## config.mk

```make
export PLATFORM = sky130hd
export DESIGN_NAME = nash_stream_transmitter_flat
export DESIGN_NICKNAME = d
export VERILOG_FILES = /design/src/rtl/nash_pkg.sv /design/src/rtl/nash_stream_transmitter_if.sv /design/src/rtl/nash_ca_stepper.sv /design/src/rtl/nash_stream_transmitter.sv /design/src/flat_wrapper.sv
export SDC_FILE = /design/constraint.sdc
export NUM_CORES = 1
export LEC_CHECK = 0
export BUFFER_PORTS_ARGS = -buffer_cell sky130_fd_sc_hd__buf_2
export CORE_ASPECT_RATIO = 0.9
export CORE_MARGIN = 5
export CORE_UTILIZATION = 51
export CTS_CLUSTER_DIAMETER = 50
export CTS_CLUSTER_SIZE = 10
export DETAILED_ROUTE_END_ITERATION = 16
export PLACE_DENSITY = 0.75
export SYNTH_ARGS = -nofsm -noshare
export SYNTH_HDL_FRONTEND = slang
export SYNTH_SLANG_ARGS = --single-unit
```

## constraint.sdc

```tcl
create_clock -name clk -period 2.75 [get_ports clk]
set_clock_uncertainty 0.15 [all_clocks]
set_input_delay 0.4125 -clock clk [delete_from_list [all_inputs] [get_ports clk]]
set_output_delay 0.4125 -clock clk [all_outputs]
set_load 0.02 [all_outputs]
```

## src/rtl/nash_pkg.sv

```systemverilog
// Shared definitions for the Nash stream transmitter/receiver pair: FSM state
// encoding and the rule-30 cellular-automaton generation step.
package nash_pkg;

  // Widest CA state the shared step function accepts; callers zero-extend.
  localparam int unsigned CA_MAX_W = 512;

  typedef enum logic [1:0] {
    IDLE  = 2'd0,
    READY = 2'd1,
    GEN   = 2'd2,
    OUT   = 2'd3
  } state_t;

  // One rule-30 generation on the low n bits of s with a cyclic boundary:
  //   nxt[i] = s[(i+1)%n] ^ (s[i] | s[(i+n-1)%n])
  // Bits of s at or above n must be zero; result bits at or above n are zero.
  function automatic logic [CA_MAX_W-1:0] ca_rule30_step(
    input logic [CA_MAX_W-1:0] s,
    input int unsigned         n
  );
    logic [CA_MAX_W-1:0] one;
    logic [CA_MAX_W-1:0] mask;
    logic [CA_MAX_W-1:0] top_bit;
    logic [CA_MAX_W-1:0] up;
    logic [CA_MAX_W-1:0] dn;
    logic                top;
    one     = {{(CA_MAX_W-1){1'b0}}, 1'b1};
    mask    = (one << n) - one;
    top_bit = one << (n - 1);
    top     = |(s & top_bit);
    // up[i] = s[i+1], with s[0] wrapping into bit n-1
    up      = (s >> 1) | ({CA_MAX_W{s[0]}} & top_bit);
    // dn[i] = s[i-1], with s[n-1] wrapping into bit 0
    dn      = (s << 1) | {{(CA_MAX_W-1){1'b0}}, top};
    return (up ^ (s | dn)) & mask;
  endfunction

endpackage

```

## src/rtl/nash_stream_transmitter_if.sv

```systemverilog
// Stream bundle between plaintext source, transmitter and ciphertext channel.
interface nash_stream_transmitter_if #(
  parameter int N     = 128,
  parameter int CNT_W = 32
);
  // Handshake rule on every channel (seed, pt, ct): a transfer happens on a
  // rising clk edge where valid && ready; the producer holds valid and data
  // steady until that edge, and ready never depends on the same channel's valid.
  logic [N-1:0]     seed;
  logic             seed_valid;
  logic             seed_ready;
  logic             fb_mode;
  logic [N-1:0]     pt;
  logic             pt_valid;
  logic             pt_ready;
  logic [N-1:0]     ct;
  logic             ct_valid;
  logic             ct_ready;
  logic             zero_err;
  logic [CNT_W-1:0] words_sent;

  modport master (
    output seed, seed_valid, fb_mode, pt, pt_valid, ct_ready,
    input  seed_ready, pt_ready, ct, ct_valid, zero_err, words_sent
  );

  modport slave (
    input  seed, seed_valid, fb_mode, pt, pt_valid, ct_ready,
    output seed_ready, pt_ready, ct, ct_valid, zero_err, words_sent
  );

endinterface

```

## src/rtl/nash_ca_stepper.sv

```systemverilog
// Combinational single-generation rule-30 step of an N-bit cyclic automaton.
module nash_ca_stepper
  import nash_pkg::*;
#(
  parameter int unsigned N = 128
) (
  input  logic [N-1:0] s,
  output logic [N-1:0] nxt
);

  logic [CA_MAX_W-1:0] wide_s;
  logic [CA_MAX_W-1:0] wide_nxt;
  logic                unused_hi;

  assign wide_s    = {{(CA_MAX_W-N){1'b0}}, s};
  assign wide_nxt  = ca_rule30_step(wide_s, N);
  assign nxt       = wide_nxt[N-1:0];
  // Upper bits are always zero; folded here only to keep them referenced.
  assign unused_hi = ^wide_nxt[CA_MAX_W-1:N];

endmodule

```

## src/rtl/nash_stream_transmitter.sv

```systemverilog
// Streaming Nash transmitter: rule-30 keystream, STEPS generations per word,
// XORed with each plaintext word; optional ciphertext feedback reseeding.
module nash_stream_transmitter
  import nash_pkg::*;
#(
  parameter int N     = 128,
  parameter int STEPS = 8,
  parameter int CNT_W = 32
) (
  input  logic                       clk,
  input  logic                       rst_n,
  nash_stream_transmitter_if.slave   bus,
  output state_t                     dbg_state
);

  localparam int CW = $clog2(STEPS + 1);

  state_t           state;
  state_t           state_nxt;
  logic [N-1:0]     ca_state;
  logic [N-1:0]     ca_nxt;
  logic [N-1:0]     ct_q;
  logic [N-1:0]     pt_lat;
  logic             fb_lat;
  logic [CW-1:0]    cnt;
  logic [CNT_W-1:0] words_q;
  logic             zero_err_q;

  logic             seed_fire;
  logic             seed_zero;
  logic             pt_fire;
  logic             ct_fire;
  logic             last_gen;
  logic [N-1:0]     post_state;
  logic             post_zero;

  nash_ca_stepper #(.N(N)) u_stepper (
    .s   (ca_state),
    .nxt (ca_nxt)
  );

  // Readies decode from state only (pt also yields to a pending seed), so
  // ct_ready never reaches either of them combinationally.
  assign bus.seed_ready = (state == IDLE) || (state == READY);
  assign bus.pt_ready   = (state == READY) && !bus.seed_valid;
  assign bus.ct_valid   = (state == OUT);
  assign bus.ct         = ct_q;
  assign bus.zero_err   = zero_err_q;
  assign bus.words_sent = words_q;
  assign dbg_state      = state;

  assign seed_fire  = bus.seed_valid && bus.seed_ready;
  assign seed_zero  = (bus.seed == '0);
  assign pt_fire    = bus.pt_valid && bus.pt_ready;
  assign ct_fire    = bus.ct_valid && bus.ct_ready;
  assign last_gen   = (state == GEN) && (cnt == CW'(1));
  assign post_state = fb_lat ? ct_q : ca_state;
  assign post_zero  = (post_state == '0);

  always_ff @(posedge clk or negedge rst_n) begin
    if (!rst_n) begin
      state <= IDLE;
    end else begin
      state <= state_nxt;
    end
  end

  always_comb begin
    state_nxt = state;
    unique case (state)
      IDLE:    if (seed_fire && !seed_zero) state_nxt = READY;
      // A seed in READY reloads (or is rejected) without leaving READY.
      READY:   if (pt_fire) state_nxt = GEN;
      GEN:     if (last_gen) state_nxt = OUT;
      OUT:     if (ct_fire) state_nxt = post_zero ? IDLE : READY;
      default: state_nxt = IDLE;
    endcase
  end

  always_ff @(posedge clk or negedge rst_n) begin
    if (!rst_n) begin
      ca_state   <= '0;
      ct_q       <= '0;
      pt_lat     <= '0;
      fb_lat     <= 1'b0;
      cnt        <= '0;
      words_q    <= '0;
      zero_err_q <= 1'b0;
    end else begin
      zero_err_q <= (seed_fire && seed_zero) || (ct_fire && post_zero);

      if (seed_fire && !seed_zero) begin
        ca_state <= bus.seed;
      end

      if (pt_fire) begin
        pt_lat <= bus.pt;
        fb_lat <= bus.fb_mode;
        cnt    <= CW'(STEPS);
      end

      if (state == GEN) begin
        ca_state <= ca_nxt;
        cnt      <= cnt - CW'(1);
        if (last_gen) begin
          ct_q <= pt_lat ^ ca_nxt;
        end
      end

      // Without feedback ca_state already holds the stepped value.
      if (ct_fire) begin
        words_q <= words_q + CNT_W'(1);
        if (fb_lat) begin
          ca_state <= ct_q;
        end
      end
    end
  end

endmodule

```

## src/flat_wrapper.sv

```systemverilog
// flat-port wrapper written by rule: the top's interface ports become plain ports
module nash_stream_transmitter_flat import nash_pkg::*;
#(
  parameter int N     = 128,
  parameter int STEPS = 8,
  parameter int CNT_W = 32
)
  (clk, rst_n, dbg_state, bus_seed, bus_seed_valid, bus_fb_mode, bus_pt, bus_pt_valid, bus_ct_ready, bus_seed_ready, bus_pt_ready, bus_ct, bus_ct_valid, bus_zero_err, bus_words_sent);
  nash_stream_transmitter_if #(.N(N), .CNT_W(CNT_W)) bus_i ();
  input  logic clk;
  input  logic rst_n;
  output state_t dbg_state;
  input wire logic [$bits(bus_i.seed)-1:0] bus_seed;
  input wire logic [$bits(bus_i.seed_valid)-1:0] bus_seed_valid;
  input wire logic [$bits(bus_i.fb_mode)-1:0] bus_fb_mode;
  input wire logic [$bits(bus_i.pt)-1:0] bus_pt;
  input wire logic [$bits(bus_i.pt_valid)-1:0] bus_pt_valid;
  input wire logic [$bits(bus_i.ct_ready)-1:0] bus_ct_ready;
  output wire logic [$bits(bus_i.seed_ready)-1:0] bus_seed_ready;
  output wire logic [$bits(bus_i.pt_ready)-1:0] bus_pt_ready;
  output wire logic [$bits(bus_i.ct)-1:0] bus_ct;
  output wire logic [$bits(bus_i.ct_valid)-1:0] bus_ct_valid;
  output wire logic [$bits(bus_i.zero_err)-1:0] bus_zero_err;
  output wire logic [$bits(bus_i.words_sent)-1:0] bus_words_sent;
  assign bus_i.seed = bus_seed;
  assign bus_i.seed_valid = bus_seed_valid;
  assign bus_i.fb_mode = bus_fb_mode;
  assign bus_i.pt = bus_pt;
  assign bus_i.pt_valid = bus_pt_valid;
  assign bus_i.ct_ready = bus_ct_ready;
  assign bus_seed_ready = bus_i.seed_ready;
  assign bus_pt_ready = bus_i.pt_ready;
  assign bus_ct = bus_i.ct;
  assign bus_ct_valid = bus_i.ct_valid;
  assign bus_zero_err = bus_i.zero_err;
  assign bus_words_sent = bus_i.words_sent;
  nash_stream_transmitter #(.N(N), .STEPS(STEPS), .CNT_W(CNT_W)) u_core (.clk(clk), .rst_n(rst_n), .bus(bus_i), .dbg_state(dbg_state));
endmodule
```

# Word-level counts from Yosys, hierarchy flattened
# Cells that the tools add are included.
dict set report classes {
  bitwise_logic 5
  add_sub_neg 2
  mux 13
  reduce_logical 18
  eq_ne 8
}
# cell count
set op_table {}
lappend op_table {{128-bit two-way mux} 5}
lappend op_table {{128-bit zero test} 2}
lappend op_table {{128-bit XOR} 2}
lappend op_table {{127-bit by 128-bit OR with 128-bit output} 1}
lappend op_table {{128-bit by 1-bit OR with 128-bit output} 1}
lappend op_table {{128-bit OR} 1}
lappend op_table {{32-bit by 1-bit adder with 32-bit output, second input constant} 1}
lappend op_table {{1-bit logical AND} 8}
lappend op_table {{2-bit two-way mux} 4}
lappend op_table {{4-bit two-way mux} 2}
lappend op_table {{2-bit case mux with 4 select lines} 1}
lappend op_table {{2-bit equality test, second input constant} 2}
lappend op_table {{4-bit by 1-bit equality test with 1-bit output, second input constant} 1}
lappend op_table {{2-bit by 1-bit inequality test with 1-bit output, second input constant} 2}
lappend op_table {{2-bit inequality test, second input constant} 2}
lappend op_table {{4-bit AND reduction} 1}
lappend op_table {{4-bit by 1-bit subtractor with 4-bit output, second input constant} 1}
lappend op_table {{2-bit by 1-bit equality test with 1-bit output, second input constant} 1}
lappend op_table {{1-bit zero test} 2}
lappend op_table {{2-bit zero test} 1}
lappend op_table {{1-bit logical OR} 2}
lappend op_table {{2-bit AND reduction} 1}
lappend op_table {{2-bit nonzero test} 1}
lappend op_table {{1-bit two-way mux} 1}
dict set report word_totals {
  wordCells 54
  output_inout_bits 166
  regBits 424
}

# Longest topological paths before layout
# Gate-level depths: netlist of run 1.
dict set report logic_depth {
  word_depth 8
  mapped_depth 9
  depth_no_buf 7
}

# Modules after synthesis
# A second synthesis of run 1 with hierarchy kept.
dict set report unflattened {
  hier_cells 2363
  area_unflattened_um2 21769.6
}
# mod cells_per_inst n_inst area_each_um2
set modules_own_cells {}
lappend modules_own_cells {nash_stream_transmitter 2107 1 20168.1}
lappend modules_own_cells {nash_ca_stepper 256 1 1601.5}

# Worst setup path before layout of run 1
# No wires, ideal clock.
dict set report synth_path {
  kind {reg-to-reg}
  start {register u_core.state[1] (netlist: u_core.dbg_state[1])}
  end {register u_core.state[1] (netlist: u_core.dbg_state[1])}
  setup_time_ps 125
  path_buffers 0
  stages_incl_launch_ff 8
  arrival_time_ps 2332
  slack_ps 143
  path_cell_list {dfrtp_1 inv_1 ha_1 nor2b_1 nand2_1 a222oi_1 a21boi_0 mux2_2}
}
# element line_no
set synth_rtl {}
lappend synth_rtl {{start: declaration} nash_stream_transmitter.sv:18} ;# state_t state;
lappend synth_rtl {{start signal: assignment} nash_stream_transmitter.sv:64} ;# state <= state_nxt;
lappend synth_rtl {{2-bit by 1-bit equality test with 1-bit output} nash_stream_transmitter.sv:45} ;# assign bus.pt_ready = (state == READY) && !bus.seed_valid;
lappend synth_rtl {{1-bit logical AND} nash_stream_transmitter.sv:45}
lappend synth_rtl {{via bus_pt_ready} flat_wrapper.sv:20} ;# output wire logic [$bits(bus_i.pt_ready)-1:0] bus_pt_ready;
lappend synth_rtl {{1-bit logical AND} nash_stream_transmitter.sv:54} ;# assign pt_fire = bus.pt_valid && bus.pt_ready;
lappend synth_rtl {{2-bit by 1-bit inequality test with 1-bit output (no source line)} --}
lappend synth_rtl {{4-bit AND reduction (no source line)} --}
# The timed path passes the listed nets, and every way through them passes these cells.
# A chain may end at the register's enable or synchronous reset.

# Worst setup path in the final report of run 1
dict set report layout_path {
  start {input bus_seed[83]}
  end {register u_core.ca_state[118]}
}
dict set report layout_between {
  elab_chain_cells 7
}
# element line_no
set layout_rtl {}
lappend layout_rtl {{start: declaration} flat_wrapper.sv:13} ;# input wire logic [$bits(bus_i.seed)-1:0] bus_seed;
lappend layout_rtl {{128-bit zero test (*)} nash_stream_transmitter.sv:53} ;# assign seed_zero = (bus.seed == '0);
lappend layout_rtl {{1-bit zero test (*)} nash_stream_transmitter.sv:92} ;# if (seed_fire && !seed_zero) begin
lappend layout_rtl {{1-bit logical AND (*)} nash_stream_transmitter.sv:92}
lappend layout_rtl {{128-bit two-way mux (*)} nash_stream_transmitter.sv:92}
lappend layout_rtl {{128-bit two-way mux (*)} nash_stream_transmitter.sv:102} ;# if (state == GEN) begin
lappend layout_rtl {{128-bit two-way mux} nash_stream_transmitter.sv:113} ;# if (fb_lat) begin
lappend layout_rtl {{128-bit two-way mux (*)} nash_stream_transmitter.sv:111} ;# if (ct_fire) begin
lappend layout_rtl {{end signal: assignment} nash_stream_transmitter.sv:93} ;# ca_state <= bus.seed;
lappend layout_rtl {{end signal: assignment} nash_stream_transmitter.sv:103} ;# ca_state <= ca_nxt;
lappend layout_rtl {{end signal: assignment} nash_stream_transmitter.sv:114} ;# ca_state <= ct_q;
lappend layout_rtl {{end: declaration} nash_stream_transmitter.sv:20} ;# logic [N-1:0] ca_state;
# Every way passes the cells marked *; elsewhere a longest branch is shown, timed or not.

==> impl_metrics.yaml, run 1 <==
finish:
  drive_gt1_frac: 0.261
  final_nets: 3046
  finalNonFillerCells: 3337
  layout.filler_cells: 2832
  layout.cell_area.non_filler_um2: 28100
  synthToLayoutAreaGrowth_pct: 34.8
timing:
  report.final.hold_viol_count: 0
  slew_headroom: 0.383
  worst_hold_slack_ps: 43.5
  min_period_ps: 2740
  setup_violations: 0
  timing.final.crit_share: 0.995
  max_slew.worst_pin.slew_ps: 918
  finalMaxSlewViolations: 0
  timing.fmax_ghz: 0.365
  grt_setup_unrepaired: "no"
global_route:
  number_of_antenna_violations_at_the_first_check_in_global_routing: 12
  grt_start_max_net_pins: 132
  number_of_global_route_vias_before_repair: 20600
  grtUsageTotal: 0.343
  grt_pass1_wl_um: 122000
  grt.overflow.total: 0
clock_network:
  clkSlewWorstSetupHoldPaths_ps: 50
  cts_root_buf: "sky130_fd_sc_hd__clkbuf_16"
  clkLatencyLatePin_ps: 600
  tritoncts: "done"
  cts_inserted_buffers: 51
  cts_htree_levels: 2
  tritoncts_num_sinks: 424
  cts_buffer_depth: 3
synthesis:
  synth_largest_area_cell: "sky130_fd_sc_hd__dfrtp_1"
  synth_async_sr_flop_share: 1.00
  synth_cells: 2079
  post-synth-top-area-fraction: 0.508
  most_repeated_cell_in_the_gate_level_netlist_after_synthesis: "sky130_fd_sc_hd__dfrtp_1"
  postSynthAreaPerCell_um2: 10.0
  synth_warnings: 0
  syn_area_um2: 20900
  yosys-top-cells-count: "sky130_fd_sc_hd__dfrtp_1, sky130_fd_sc_hd__xnor2_1, sky130_fd_sc_hd__nand2_1, sky130_fd_sc_hd__nor2_1"
  synth_cell_type_count: 40
  synth.ff_latch_count: 424
  ys_seq_area_frac: 0.508
  synth.area.top_cells: "sky130_fd_sc_hd__dfrtp_1, sky130_fd_sc_hd__xnor2_1, sky130_fd_sc_hd__mux2_2"
  yosys_most_used_dff: "sky130_fd_sc_hd__dfrtp_1"
  edff_count_synth: 0
  synth_nets: 2348
critical_path:
  worst_path_bufs_invs: 5
  crit_path_max_fanout: 12
  cp_data_required_time_ps: 3090
  crit_path_start_kind: "input pin"
  timing.critical_path.cells: "dlygate4sd3_1 > buf_2 > nor4_1 > buf_4 > nand4_1 > nor4_4 > a21o_4 > buf_12 > clkbuf_16 > nand2_1 > a31oi_1"
  cell_with_the_largest_stage_delay_on_the_worst_path: "sky130_fd_sc_hd__dlygate4sd3_1"
  path_class: "input pin to flop"
  worstPathArrival_ps: 3080
  endpoint_kind: "flop"
  critPathTopFamily: "buffers and inverters"
  timing.critical_path.slowest_cell_delay_ps: 560
placed_design:
  place_congestion: 0.943
  dpl_cell_area_um2: 23900
  place.detailed.instances: 3006
  hpwlAfterDp_um: 52700
  buffer_ports.inserted: 427
power:
  power_per_cell_area_nw_per_um2: 1290
  vdd_ir_drop_max_mv: 0.925
  cellLeakagePower_uw: 0.0124
  total_power_uw: 36400
status:
  status: "finished clean"
drt:
  vias_per_cell: 6.11
  detail_route.wirelength_um: 80300
  detailedRoute.firstIterationViolations: 2417
  postRouteAntennaNets: 0
  routedWlPerCell_um: 24.1
  route.vias.total: 20400
  drcViolationCount: 0
  drt-pass1-iter-count: 8
job:
  drv_cap: 0
floorplan:
  floorplan.die.height_um: 202
  coreArea_um2: 40600
  top_level_ports: 428
  die-area_um2: 45100
  initial_util: 0.515
  fp-row-count: 70
  die_w_um: 223
min_path:
  timing.hold.worst.class: "input pin to flop"
## timing repair
action / CTS / global route
gates resized for setup: 1 / 22
hold buffers: 254 / 0
hold endpoints to repair: 302 / 0
buffers inserted: 0 / 2
cloned: 0 / 2
endpoints found under the setup margin: 14 / 130
pin swaps: 0 / 5
## final cells by class
type,instances,area [um2],share of cell area
clock inverter,6,42.5,0.00151
multi-input combinational,1533,9760,0.347
antenna,9,22.5,0.000800
timing repair buffer,761,5640,0.200
inverter,6,22.5,0.000800
sequential,424,10600,0.377
clock buffer,58,1370,0.0485
tap,540,676,0.0240
## logic make-up after synthesis
logic type / Yosys count / share of synthesized area
AND/OR/NAND/NOR: 708 / 0.150
flip-flops: 424 / 0.508
AO/OA/AOI/OAI: 397 / 0.112
XOR/XNOR: 288 / 0.121
multiplexers: 133 / 0.0717
buffers and inverters: 122 / 0.0325
adder cells (fa/ha/maj): 7 / 0.00420
## worst paths after layout
check / from / end / slack (ps) / cells after the start
worst max-delay path: bus_seed[83] / u_core.ca_state[118]$_DFF_PN0_ / 10 / 11
max in group asynchronous: rst_n / u_core.pt_lat[46]$_DFFE_PN0P_ / 1370 / 3
min in group asynchronous: rst_n / u_core.pt_lat[124]$_DFFE_PN0P_ / 210 / 2
worst max register to register: u_core.bus.ct[89]$_DFFE_PN0P_ / u_core.bus.zero_err$_DFF_PN0_ / 110 / 7
worst min-delay path: bus_seed[0] / u_core.ca_state[0]$_DFF_PN0_ / 40 / 3
worst min register to register: u_core.bus.words_sent[22]$_DFFE_PN0P_ / u_core.bus.words_sent[22]$_DFFE_PN0P_ / 350 / 1
## cell usage in the layout, fill, tap and decap left out, types with 3 or more instances in the layout
cell / instances
sky130_fd_sc_hd__inv_1: 6
sky130_fd_sc_hd__diode_2: 9
sky130_fd_sc_hd__nor4_1: 88
sky130_fd_sc_hd__xor2_1: 10
sky130_fd_sc_hd__a31oi_1: 128
sky130_fd_sc_hd__ha_1: 7
sky130_fd_sc_hd__mux2_2: 132
sky130_fd_sc_hd__nand3_1: 12
sky130_fd_sc_hd__and3_1: 6
sky130_fd_sc_hd__a21oi_1: 131
sky130_fd_sc_hd__buf_4: 51
sky130_fd_sc_hd__buf_6: 4
sky130_fd_sc_hd__nand4_1: 31
sky130_fd_sc_hd__xnor2_1: 278
sky130_fd_sc_hd__clkbuf_16: 55
sky130_fd_sc_hd__nor4_4: 9
sky130_fd_sc_hd__dfrtp_1: 424
sky130_fd_sc_hd__buf_12: 22
sky130_fd_sc_hd__buf_2: 426
sky130_fd_sc_hd__o22ai_1: 128
sky130_fd_sc_hd__nor4_2: 6
sky130_fd_sc_hd__nand2_1: 272
sky130_fd_sc_hd__dlygate4sd3_1: 254
sky130_fd_sc_hd__clkbuf_1: 3
sky130_fd_sc_hd__nor2_1: 264
## registers in the layout (all words and copies together), names as in the netlist
| name | cells |
|---|---|
| u_core.bus.zero_err | 1 |
| u_core.bus.words_sent | 32 |
| u_core.pt_lat | 128 |
| u_core.dbg_state | 2 |
| u_core.ca_state | 128 |
| u_core.bus.ct | 128 |
| u_core.fb_lat | 1 |
| u_core.cnt | 4 |
## stage by stage
stage	utilization	setup slack, ps	TNS [ps]
6_report	0.694	13.5	0
5_1_grt	0.694	6.79	0
4_1_cts	0.688	15.6	0
3_5_place_dp	0.590	-654	-76190
3_3_place_gp	0.590	-729	-81970
2_1_floorplan	-	143	0
## routing by layer
layer	vias up	wire length, um	global-route usage
met2	1410	36600	0.537
met4	4	4400	0.158
met1	9936	31200	0.452
li1	8729	-	-
met3	322	8160	0.0876
met5	-	27	0
## worst register-to-register path, stage by stage, from the launching register on
cell,delay [ps]
sky130_fd_sc_hd__dfrtp_1,410
sky130_fd_sc_hd__nor4_1,710
sky130_fd_sc_hd__buf_4,230
sky130_fd_sc_hd__nand4_1,200
sky130_fd_sc_hd__nor4_1,420
sky130_fd_sc_hd__nand3_1,180
sky130_fd_sc_hd__a21oi_1,150
sky130_fd_sc_hd__o21bai_1,130
## where the power goes
| part | internal [uW] | leakage (uW) | switching [uW] | total (uW) |
|---|---|---|---|---|
| Clock | 3460 | 0.000688 | 2590 | 6040 |
| Sequential | 9210 | 0.00515 | 3980 | 13200 |
| Combinational | 7820 | 0.00661 | 9340 | 17200 |
No activity file was read; power rests on OpenSTA's default activity.
==> run 2, diff against run 1 <==
RECOVER_POWER = 50   (was unset)
SETUP_SLACK_MARGIN = 0.2   (was unset)
==> run 2 against run 1 <==
Sequential power about the same. First-iteration DRC count is 20% higher. Maximum frequency is 1.6% higher. Global-route usage shrank 0.17 points. Die area unchanged. Core utilization rose by 1.8 points. Clock power is 2% higher. Hold slack worse by 24 ps. Largest cell class unchanged. Highest routed layer unchanged.
==> impl_metrics.yaml, run 2 (same netlist as run 1, synthesis figures left out) <==
timing:
  setup_violations: 0
  grt_setup_unrepaired: "yes"
  timing.final.crit_share: 0.979
  min_period_ps: 2690
  slew_headroom: 0.223
  finalMaxSlewViolations: 0
  max_slew.worst_pin.slew_ps: 1170
  final.setup.tns_ps: 0
  report.final.hold_viol_count: 0
  timing.fmax_ghz: 0.371
min_path:
  hold_path.startpoint: "bus_seed[61]"
  hold_path_end: "u_core.ca_state[61]$_DFF_PN0_"
  worst_hold_stages: 3
  timing.hold.worst.class: "input pin to flop"
critical_path:
  r2r.worst_path.cells: 6
  crit_path_start_kind: "flop"
  worstPathArrival_ps: 2970
  cp_data_required_time_ps: 3030
  worst_r2r_setup_slack_ps: 60
  endpoint_kind: "flop"
  crit_path_max_fanout: 41
  path_class: "flop to flop"
  critical_path.reg2reg.startpoint: "u_core.dbg_state[0]$_DFFE_PN0P_"
  timing.rr.end: "u_core.bus.ct[90]$_DFFE_PN0P_"
floorplan:
  coreArea_um2: 40600
  floorplan.die.height_um: 202
  initial_util: 0.515
  fp-row-count: 70
  top_level_ports: 428
  die-area_um2: 45100
  die_w_um: 223
drt:
  drcViolationCount: 0
  routed-wl-met3_um: 10400
  routedWlPerCell_um: 25.1
  route.met2.wl_um: 38300
  routedLengthMet1_um: 31400
  route.vias.total: 21200
  dr.max_layer_used: "met5"
  vias_per_cell: 6.27
  postRouteAntennaNets: 0
  detail_route.wirelength_um: 84900
  drt-pass1-iter-count: 10
  detailedRoute.firstIterationViolations: 2904
power:
  vdd_ir_drop_max_mv: 0.654
  cellLeakagePower_uw: 0.0128
  total_power_uw: 37800
  power_per_cell_area_nw_per_um2: 1310
placed_design:
  hpwlAfterDp_um: 53200
  place_congestion: 0.966
  buffer_ports.inserted: 427
  dpl_cell_area_um2: 23900
clock_network:
  cts_buffer_depth: 3
  clkLatencyLatePin_ps: 600
  cts_inserted_buffers: 50
  cts_htree_levels: 2
  tritoncts: "done"
  clkSlewWorstSetupHoldPaths_ps: 60
  tritoncts_num_sinks: 424
  cts_root_buf: "sky130_fd_sc_hd__clkbuf_16"
finish:
  multi_input_area_um2: 10000
  mostFrequentLayoutCells: "sky130_fd_sc_hd__dfrtp_1, sky130_fd_sc_hd__buf_2, sky130_fd_sc_hd__xnor2_1, sky130_fd_sc_hd__nor2_1, sky130_fd_sc_hd__nand2_1"
  final-seq-area_um2: 10600
  synthToLayoutAreaGrowth_pct: 38.3
  layout.cell_area.non_filler_um2: 28900
  layout.cells.most_common: "sky130_fd_sc_hd__dfrtp_1"
  drive_gt1_frac: 0.253
  final_nets: 3078
  layout.filler_cells: 2767
global_route:
  grt.overflow.total: 0
  grt_pass1_wl_um: 122000
  grtUsageTotal: 0.342
  number_of_global_route_vias_before_repair: 20500
  number_of_antenna_violations_at_the_first_check_in_global_routing: 16
  grt_start_max_net_pins: 132
job:
  drv_cap: 0
status:
  status: "finished clean"
run 2: cell types whose count changed in the layout (fill, tap and decap cells not counted), sizes merged, moves of 2 or more:
cell | before | now
clkinvlp | 2 | 0
dlymetal6s4s | 0 | 30
clkbuf | 60 | 153
diode | 9 | 14
buf | 505 | 444
dlygate4sd3 | 254 | 226
run 2: worst max-delay path by stage:
stage                                               start                                     to  slack [ps]  cells past startpoint
after floorplan           u_core.dbg_state[0]$_DFFE_PN0P_  u_core.bus.words_sent[25]$_DFFE_PN0P_         220                      9
after global placement                      bus_seed[117]        u_core.dbg_state[0]$_DFFE_PN0P_        -470                      9
after detailed placement                    bus_seed[117]          u_core.ca_state[26]$_DFF_PN0_        -440                      9
after CTS                                    bus_seed[32]         u_core.ca_state[118]$_DFF_PN0_         210                     12
after global routing                         bus_seed[94]          u_core.ca_state[85]$_DFF_PN0_           6                     10
final                     u_core.dbg_state[0]$_DFFE_PN0P_          u_core.bus.ct[90]$_DFFE_PN0P_          60                      6
run 2: metal layers:
metal	vias up	track usage
met3	414	0.0924
met5	-	0
li1	8833	-
met1	10300	0.449
met4	2	0.134
met2	1616	0.544
run 2: worst max-delay path, stage by stage (launching register included):
cell and delay [ps]:
sky130_fd_sc_hd__dfrtp_1 460, sky130_fd_sc_hd__inv_1 140, sky130_fd_sc_hd__ha_2 360, sky130_fd_sc_hd__and3_4 490, sky130_fd_sc_hd__buf_12 270, sky130_fd_sc_hd__nor2_1 110, sky130_fd_sc_hd__a21oi_1 540
run 2: stage by stage:
stage,hold slack (ps),util,setup slack [ps],instances
2_1_floorplan,-33.1,-,216,2079
5_1_grt,35.1,0.712,6.01,3373
4_1_cts,2.30,0.689,208,3324
3_5_place_dp,326,0.590,-438,3003
6_report,19.0,0.712,56.6,3376
3_3_place_gp,310,0.590,-472,3003
run 2: cell type report:
cell class	instances	area share
timing repair buffer	792	0.211
tap	540	0.0234
sequential	424	0.368
clock inverter	4	0.00169
inverter	6	0.000780
clock buffer	61	0.0477
multi-input combinational	1535	0.347
antenna	14	0.00121
run 2: timing repair:
item                       in CTS  in global routing
resized for setup               1                153
setup endpoints to repair      16                142
pin swaps                       0                 42
buffers inserted                0                 23
gates cloned                    0                 15
hold endpoints to repair      324                  0
hold buffers                  256                  0
run 2: report_power, final:
group	total [uW]	internal, uW	switching, uW
logic	18200	8170	10100
registers	13400	9200	4180
clock network	6160	3550	2610
total	37800	20900	16900
